[config.mk]
export PLATFORM = sky130hd
export DESIGN_NAME = bcd_conv_sequencer
export DESIGN_NICKNAME = d
export VERILOG_FILES = /design/src/rtl/bcd_conv_sequencer.sv
export SDC_FILE = /design/constraint.sdc
export NUM_CORES = 1
export LEC_CHECK = 0
export CORE_MARGIN = 5
export CORE_UTILIZATION = 55
export CTS_CLUSTER_SIZE = 16
export DETAILED_ROUTE_END_ITERATION = 6
export HOLD_SLACK_MARGIN = 0.08
export PLACE_DENSITY = 0.9
export REMOVE_ABC_BUFFERS = 1
export SLEW_MARGIN = 40
export SYNTH_ARGS = -nofsm -noshare
export SYNTH_HDL_FRONTEND = slang
export SYNTH_SLANG_ARGS = --single-unit
export TNS_END_PERCENT = 30
[constraint.sdc]
create_clock -name clk -period 3.6 [get_ports clk]
set_input_delay 0.9 -clock clk [delete_from_list [all_inputs] [get_ports clk]]
set_output_delay 0.9 -clock clk [all_outputs]
set_load 0.005 [all_outputs]
[src/rtl/bcd_conv_sequencer.sv]
// Multi-digit BCD-to-binary conversion controller: one packed BCD word in,
// digits folded MSB-first with acc = acc*10 + digit, binary result or error out.
module bcd_conv_sequencer #(
    parameter int DIGITS = 4,
    parameter int BIN_W  = 14,
    parameter int IDX_W  = 2
) (
    input  logic                  clk,
    input  logic                  reset,
    input  logic                  in_valid,
    output logic                  in_ready,
    input  logic [4*DIGITS-1:0]   bcd_in,
    output logic                  out_valid,
    input  logic                  out_ready,
    output logic [BIN_W-1:0]      bin_out,
    output logic                  err,
    output logic                  busy,
    output logic [IDX_W-1:0]      digit_idx
);

    typedef enum logic [1:0] {
        IDLE = 2'd0,
        CONV = 2'd1,
        DONE = 2'd2
    } state_t;

    state_t                state_r;
    logic [4*DIGITS-1:0]   word_r;
    logic [BIN_W-1:0]      acc_r;

    logic [4*DIGITS-1:0]   shifted_s;
    logic [3:0]            digit_s;
    logic                  digit_bad_s;
    logic                  last_digit_s;
    logic [BIN_W-1:0]      acc_next_s;

    // One accumulate step; the x10 is built from shifts in a widened datapath.
    function automatic logic [BIN_W-1:0] mul10_add(input logic [BIN_W-1:0] acc,
                                                   input logic [3:0]       digit);
        logic [BIN_W+3:0] wide;
        wide = ({4'b0000, acc} << 3) + ({4'b0000, acc} << 1)
             + {{BIN_W{1'b0}}, digit};
        return BIN_W'(wide);
    endfunction

    // Select the current digit (index 0 is the most significant) and precompute the step.
    always_comb begin
        shifted_s    = word_r << {digit_idx, 2'b00};
        digit_s      = 4'(shifted_s >> (4*DIGITS-4));
        digit_bad_s  = (digit_s > 4'd9);
        last_digit_s = (digit_idx == IDX_W'(DIGITS-1));
        acc_next_s   = mul10_add(acc_r, digit_s);
    end

    // Sequencer state, datapath registers and all registered outputs.
    always_ff @(posedge clk) begin
        if (!reset) begin
            state_r   <= IDLE;
            word_r    <= {(4*DIGITS){1'b0}};
            acc_r     <= {BIN_W{1'b0}};
            in_ready  <= 1'b1;
            out_valid <= 1'b0;
            bin_out   <= {BIN_W{1'b0}};
            err       <= 1'b0;
            busy      <= 1'b0;
            digit_idx <= {IDX_W{1'b0}};
        end else begin
            case (state_r)
                IDLE: begin
                    if (in_valid && in_ready) begin
                        state_r   <= CONV;
                        word_r    <= bcd_in;
                        acc_r     <= {BIN_W{1'b0}};
                        in_ready  <= 1'b0;
                        busy      <= 1'b1;
                        digit_idx <= {IDX_W{1'b0}};
                    end else begin
                        state_r   <= IDLE;
                        in_ready  <= 1'b1;
                        busy      <= 1'b0;
                        digit_idx <= {IDX_W{1'b0}};
                    end
                end
                CONV: begin
                    if (digit_bad_s) begin
                        // A bad digit aborts the word; remaining digits are never looked at.
                        state_r   <= DONE;
                        acc_r     <= {BIN_W{1'b0}};
                        bin_out   <= {BIN_W{1'b0}};
                        err       <= 1'b1;
                        out_valid <= 1'b1;
                        digit_idx <= {IDX_W{1'b0}};
                    end else if (last_digit_s) begin
                        state_r   <= DONE;
                        acc_r     <= acc_next_s;
                        bin_out   <= acc_next_s;
                        err       <= 1'b0;
                        out_valid <= 1'b1;
                        digit_idx <= {IDX_W{1'b0}};
                    end else begin
                        state_r   <= CONV;
                        acc_r     <= acc_next_s;
                        digit_idx <= digit_idx + IDX_W'(1);
                    end
                end
                DONE: begin
                    if (out_ready) begin
                        state_r   <= IDLE;
                        out_valid <= 1'b0;
                        in_ready  <= 1'b1;
                        busy      <= 1'b0;
                    end else begin
                        state_r   <= DONE;
                        out_valid <= 1'b1;
                    end
                end
                default: begin
                    state_r   <= IDLE;
                    in_ready  <= 1'b1;
                    out_valid <= 1'b0;
                    busy      <= 1'b0;
                    digit_idx <= {IDX_W{1'b0}};
                end
            endcase
        end
    end

endmodule

# After elaboration in Yosys (flattened, before gate mapping)
# Cells that the tools add are included.
dict set report totals {
  ff_bits 51
  latchBits 0
  mem_bits_rw 0
  romBits 0
  input_bits 20
  output_inout_bits 20
  word_cells 56
  n_memories 0
}
dict set report op_classes {
  add_sub_neg 3
  multipliers 0
  n_div 0
  order_cmp 1
  eq_ne 6
  n_shift 1
  mux 25
  n_bitwise 2
  reduce_logical 9
}
# cell n
set ops {}
lappend ops {{$mux W14} 2}
lappend ops {{$mux W13} 2}
lappend ops {{$pmux W13 S2} 1}
lappend ops {{$shl A16 B4 Y16} 1}
lappend ops {{$add A14 B14 Y14} 1}
lappend ops {{$add A14 B4 Y14} 1}
lappend ops {{$mux W1} 10}
lappend ops {{$mux W2} 5}
lappend ops {{$reduce_and A2 Y1} 5}
lappend ops {{$pmux W1 S3} 3}
lappend ops {{$pmux W2 S3} 1}
lappend ops {{$eq A2 B2 Y1 const B} 2}
lappend ops {{$gt A4 B4 Y1 const B} 1}
lappend ops {{$ne A2 B2 Y1 const B} 2}
lappend ops {{$pmux W2 S2} 1}
lappend ops {{$reduce_bool A2 Y1} 2}
lappend ops {{$ne A3 B3 Y1 const B} 1}
lappend ops {{$add A2 B1 Y2 const B} 1}
lappend ops {{$eq A2 B1 Y1 const B} 1}
lappend ops {{$logic_not A2 Y1} 1}
lappend ops {{$not A1 Y1} 2}
lappend ops {{$logic_and A1 B1 Y1} 1}

# Depth between registers and ports, before layout
dict set report depth {
  word_depth 4
  mapped_depth 12
  depth_no_buf 11
}

# Least setup slack after synthesis
# OpenSTA, ideal clock, no wires.
dict set report synth_timing {
  path_type {register to register}
  start {register digit_idx[0]}
  end {register bin_out[11]}
  setup_ns 0.127
  t_arrival_ns 2.982
  required_time_ns 3.473
  setup_slack_ns 0.491
  stages_incl_launch_ff 13
  path_buffers 1
  period_less_slack_ns 3.109
  path_cell_list {dfxtp_1 buf_6 mux4_2 inv_1 fa_1 inv_1 ha_1 a211oi_1 o21ai_0 a31oi_1 nor2_1 a311oi_1 o21ai_0}
}
dict set report synth_between {
  elab_chain_cells 4
  elab_cells_between_ends 8
  classes_between {add/sub (1); order compare (1); eq/ne (1); shift (1); mux (2); reduce/logical (2)}
}
# element line
set synth_rtl {}
lappend synth_rtl {{from (decl)} 18} ;# output logic [IDX_W-1:0] digit_idx
lappend synth_rtl {{from (signal assigned)} 66} ;# digit_idx <= {IDX_W{1'b0}};
lappend synth_rtl {{from (signal assigned)} 76} ;# digit_idx <= {IDX_W{1'b0}};
lappend synth_rtl {{from (signal assigned)} 81} ;# digit_idx <= {IDX_W{1'b0}};
lappend synth_rtl {{$shl A16 B4 Y16} 48} ;# shifted_s = word_r << {digit_idx, 2'b00};
lappend synth_rtl {{$add A14 B4 Y14 or $gt A4 B4 Y1 (tied branches)} {42, 50}}
lappend synth_rtl {{$mux W14 or $reduce_bool A2 Y1 (tied branches)} --}
lappend synth_rtl {{$mux W14 or $reduce_and A2 Y1 (tied branches)} --}
lappend synth_rtl {{to (signal assigned)} 63} ;# bin_out <= {BIN_W{1'b0}};
lappend synth_rtl {{to (signal assigned)} 89} ;# bin_out <= {BIN_W{1'b0}};
lappend synth_rtl {{to (signal assigned)} 96} ;# bin_out <= acc_next_s;
lappend synth_rtl {{to (decl)} 15} ;# output logic [BIN_W-1:0] bin_out,
# Several ways; a longest one is shown, not always the timed one. The select of a mux whose other input is x is not followed.
# A chain may end at the register's enable or synchronous reset.

# Worst setup path after layout
# Ends and elaborated chain as after synthesis.

==> metrics.cfg <==
[power_and_ir_drop]
power_density_nw_per_um2 = 328
internal_power_uw = 829
p_comb_share_pct = 14.1
p_sw_uw = 293
swShare_pct = 26.1
power.leakage_nw = 1.35
vdd_drop_max_mv = 0.236
power_frac_seq_pct = 53.0
p_clk_share_pct = 32.9

[sta]
period_share_pct = 89.5
setup_viol = 0
setup-tns-final_ps = 0
min_period_ps = 3220
final-hold-violation-count = 0
worst_pin_slew_ps = 541
rsz0062_at_grt = false
slew_violations = 0
fmax_ghz = 0.310
finClkSkew_ps = 7.38
slew_headroom_pct = 63.8

[routing]
wirelength_mm = 6.52
vias = 2425
vias_per_cell = 5.65
firstDrtPassIters = 4
post_drt_wl_per_cell_um = 15.2
drt_iter0_drc = 156
antenna_left = 0
drc = 0

[synth]
synth_edf_count = 0
avgSynthCellArea_um2 = 8.94
synth_area_leaders = dfxtp_1 35%, ha_1 12%, nand2_1 7.0%, a21boi_0 5.5%, nand3_1 4.0%
synthesis.area_um2 = 2880
synth-seq-cells = 51
synth_flop_cell = dfxtp_1
yosysUniqueCellTypes = 48
yosys.area.top_type = dfxtp_1
synth-async-reset-ratio_pct = 0
yosys.area.top_type_share_pct = 35.4
synth-seq-area-share_pct = 35.4
yosys_warnings = 0
postSynthCellCount = 322

[setup_path]
required_ps = 3800
path_max_fanout = 5
endpoint_kind = flop
crit_path_start_kind = flop
crit_type = reg -> reg
arrival_ps = 3420

[clocking]
clock_latency_ps = 310
cts.sinks = 51
cts_buffer_depth = 2
clk_pin_slew_ps = 100
cts_tree = yes
cts_buffers = 5
htreeDepth = 2
cts-root-buf = clkbuf_8
cts_hold_buf = 0
cts_resized = 0
cts_setup_buffers = 0

[global_route]
grt_pass1_vias = 2412
antenna_found_initial = 0
grt_pass1_wl_mm = 11.0
gr-total-overflow = 0
grt_start_max_net_pins = 33
grtUsageTotal_pct = 20.9

[final_layout]
drive_gt1_share_pct = 7.24
antenna_cells = 0
layout_commonest_cell = nand2_1
fillers = 430
nets = 407
area_delta_synth_final_pct = 18.9
design_area_um2 = 3420
layout_common_cells = 54 x nand2_1, 51 x dfxtp_1, 39 x clkdlybuf4s50_1

[die]
dieWidth_um = 82.4
pin_count = 40
core_um2 = 5110
die-area_um2 = 6780
num_rows = 26
die_h_um = 82.4
initial_core_util_pct = 56.4

[placed_design]
place_congestion = 0.959
place_area_um2 = 3320
dp_hpwl_mm = 4.80
port_buffers = 39

[worst_hold_path]
worstHoldPathType = reg -> reg

[run_status]
outcome = finished clean

[job]
cap_violations = 0

-- cell usage after synthesis, drive strengths merged, types with 3 or more instances --
cell / instances
a21boi: 27
a21o: 3
a21oi: 11
a22oi: 8
buf: 7
clkbuf: 8
dfxtp: 51
ha: 27
inv: 13
mux4: 4
nand2: 56
nand2b: 3
nand3: 23
nor2: 13
nor2b: 14
nor3: 4
o211ai: 4
o21a: 3
o21ai: 13
o41ai: 3
xnor2: 5
-- path summary, 6_finish.rpt --
kind              depth (start not counted)                        to                 startpoint  slack (ps)
setup / recovery                         11  bin_out[11]$_SDFFE_PN0P_  digit_idx[0]$_SDFFE_PN0P_         380
setup reg to reg                         11  bin_out[11]$_SDFFE_PN0P_  digit_idx[0]$_SDFFE_PN0P_         380
hold reg to reg                           2   bin_out[9]$_SDFFE_PN0P_    bin_out[9]$_SDFFE_PN0P_         450
hold / removal                            2   bin_out[9]$_SDFFE_PN0P_    bin_out[9]$_SDFFE_PN0P_         450
-- kinds of logic after synthesis --
logic type	count (synthesis)	share of synthesized area, %
flops	51	35.4
simple gates	121	20.3
xor+xnor	8	2.91
fa+ha+maj	29	13.1
compound gates	80	20.4
mux	5	3.48
buf+inv	28	4.34
-- stage by stage --
| step | hold WS (ps) | util, % | setup WS [ps] | power (mW) | instances |
|---|---|---|---|---|---|
| after detailed placement | 442 | 65.0 | 374 | 0.764 | 421 |
| final | 450 | 67.0 | 377 | 1.12 | 429 |
| after CTS | 456 | 67.0 | 365 | 1.13 | 429 |
| after floorplan | 440 | - | 431 | 0.696 | 307 |
| after global placement | 441 | 65.0 | 474 | 0.759 | 421 |
| after global routing | 474 | 67.0 | 123 | 1.17 | 429 |
-- cell type report --
class	instances	area, um^2	share of cell area, %
clock buffers	7	96.3	2.81
clock inverters	1	7.51	0.219
inverters	13	48.8	1.43
multi-input cells	243	1730	50.7
flip-flops and latches	51	1020	29.8
well taps	70	87.6	2.56
repair buffers	44	428	12.5
-- power groups by stage --
stage,clock (mW),sequential [mW],combinational [mW]
floorplan,0,0.606,0.0905
global placement,0,0.606,0.153
detailed placement,0,0.608,0.157
CTS,0.376,0.595,0.159
global route,0.398,0.598,0.175
finish,0.369,0.595,0.158
-- routing by layer --
metal | wire length (um) | global-route usage, % | vias to the layer above
met4 | 141 | 6.81 | 0
met5 | 0 | 0 | -
met1 | 2780 | 24.8 | 1144
met2 | 3250 | 37.4 | 62
li1 | - | - | 1203
met3 | 338 | 4.34 | 16
-- state kept, by name (all words and copies together) (netlist names) --
name / count
acc_r: 13
bin_out: 14
busy: 1
digit_idx: 2
err: 1
in_ready: 1
out_valid: 1
state_r: 2
word_r: 16
-- worst max-delay path: stages (launching register included) --
cell,delay (ps)
dfxtp_1,360
mux4_2,560
inv_1,100
fa_1,460
inv_1,80
ha_1,240
a211oi_1,180
o21ai_0,170
a31oi_1,470
nor2_1,100
a311oi_1,280
o21ai_0,110
(Power assumes the default switching activity.)
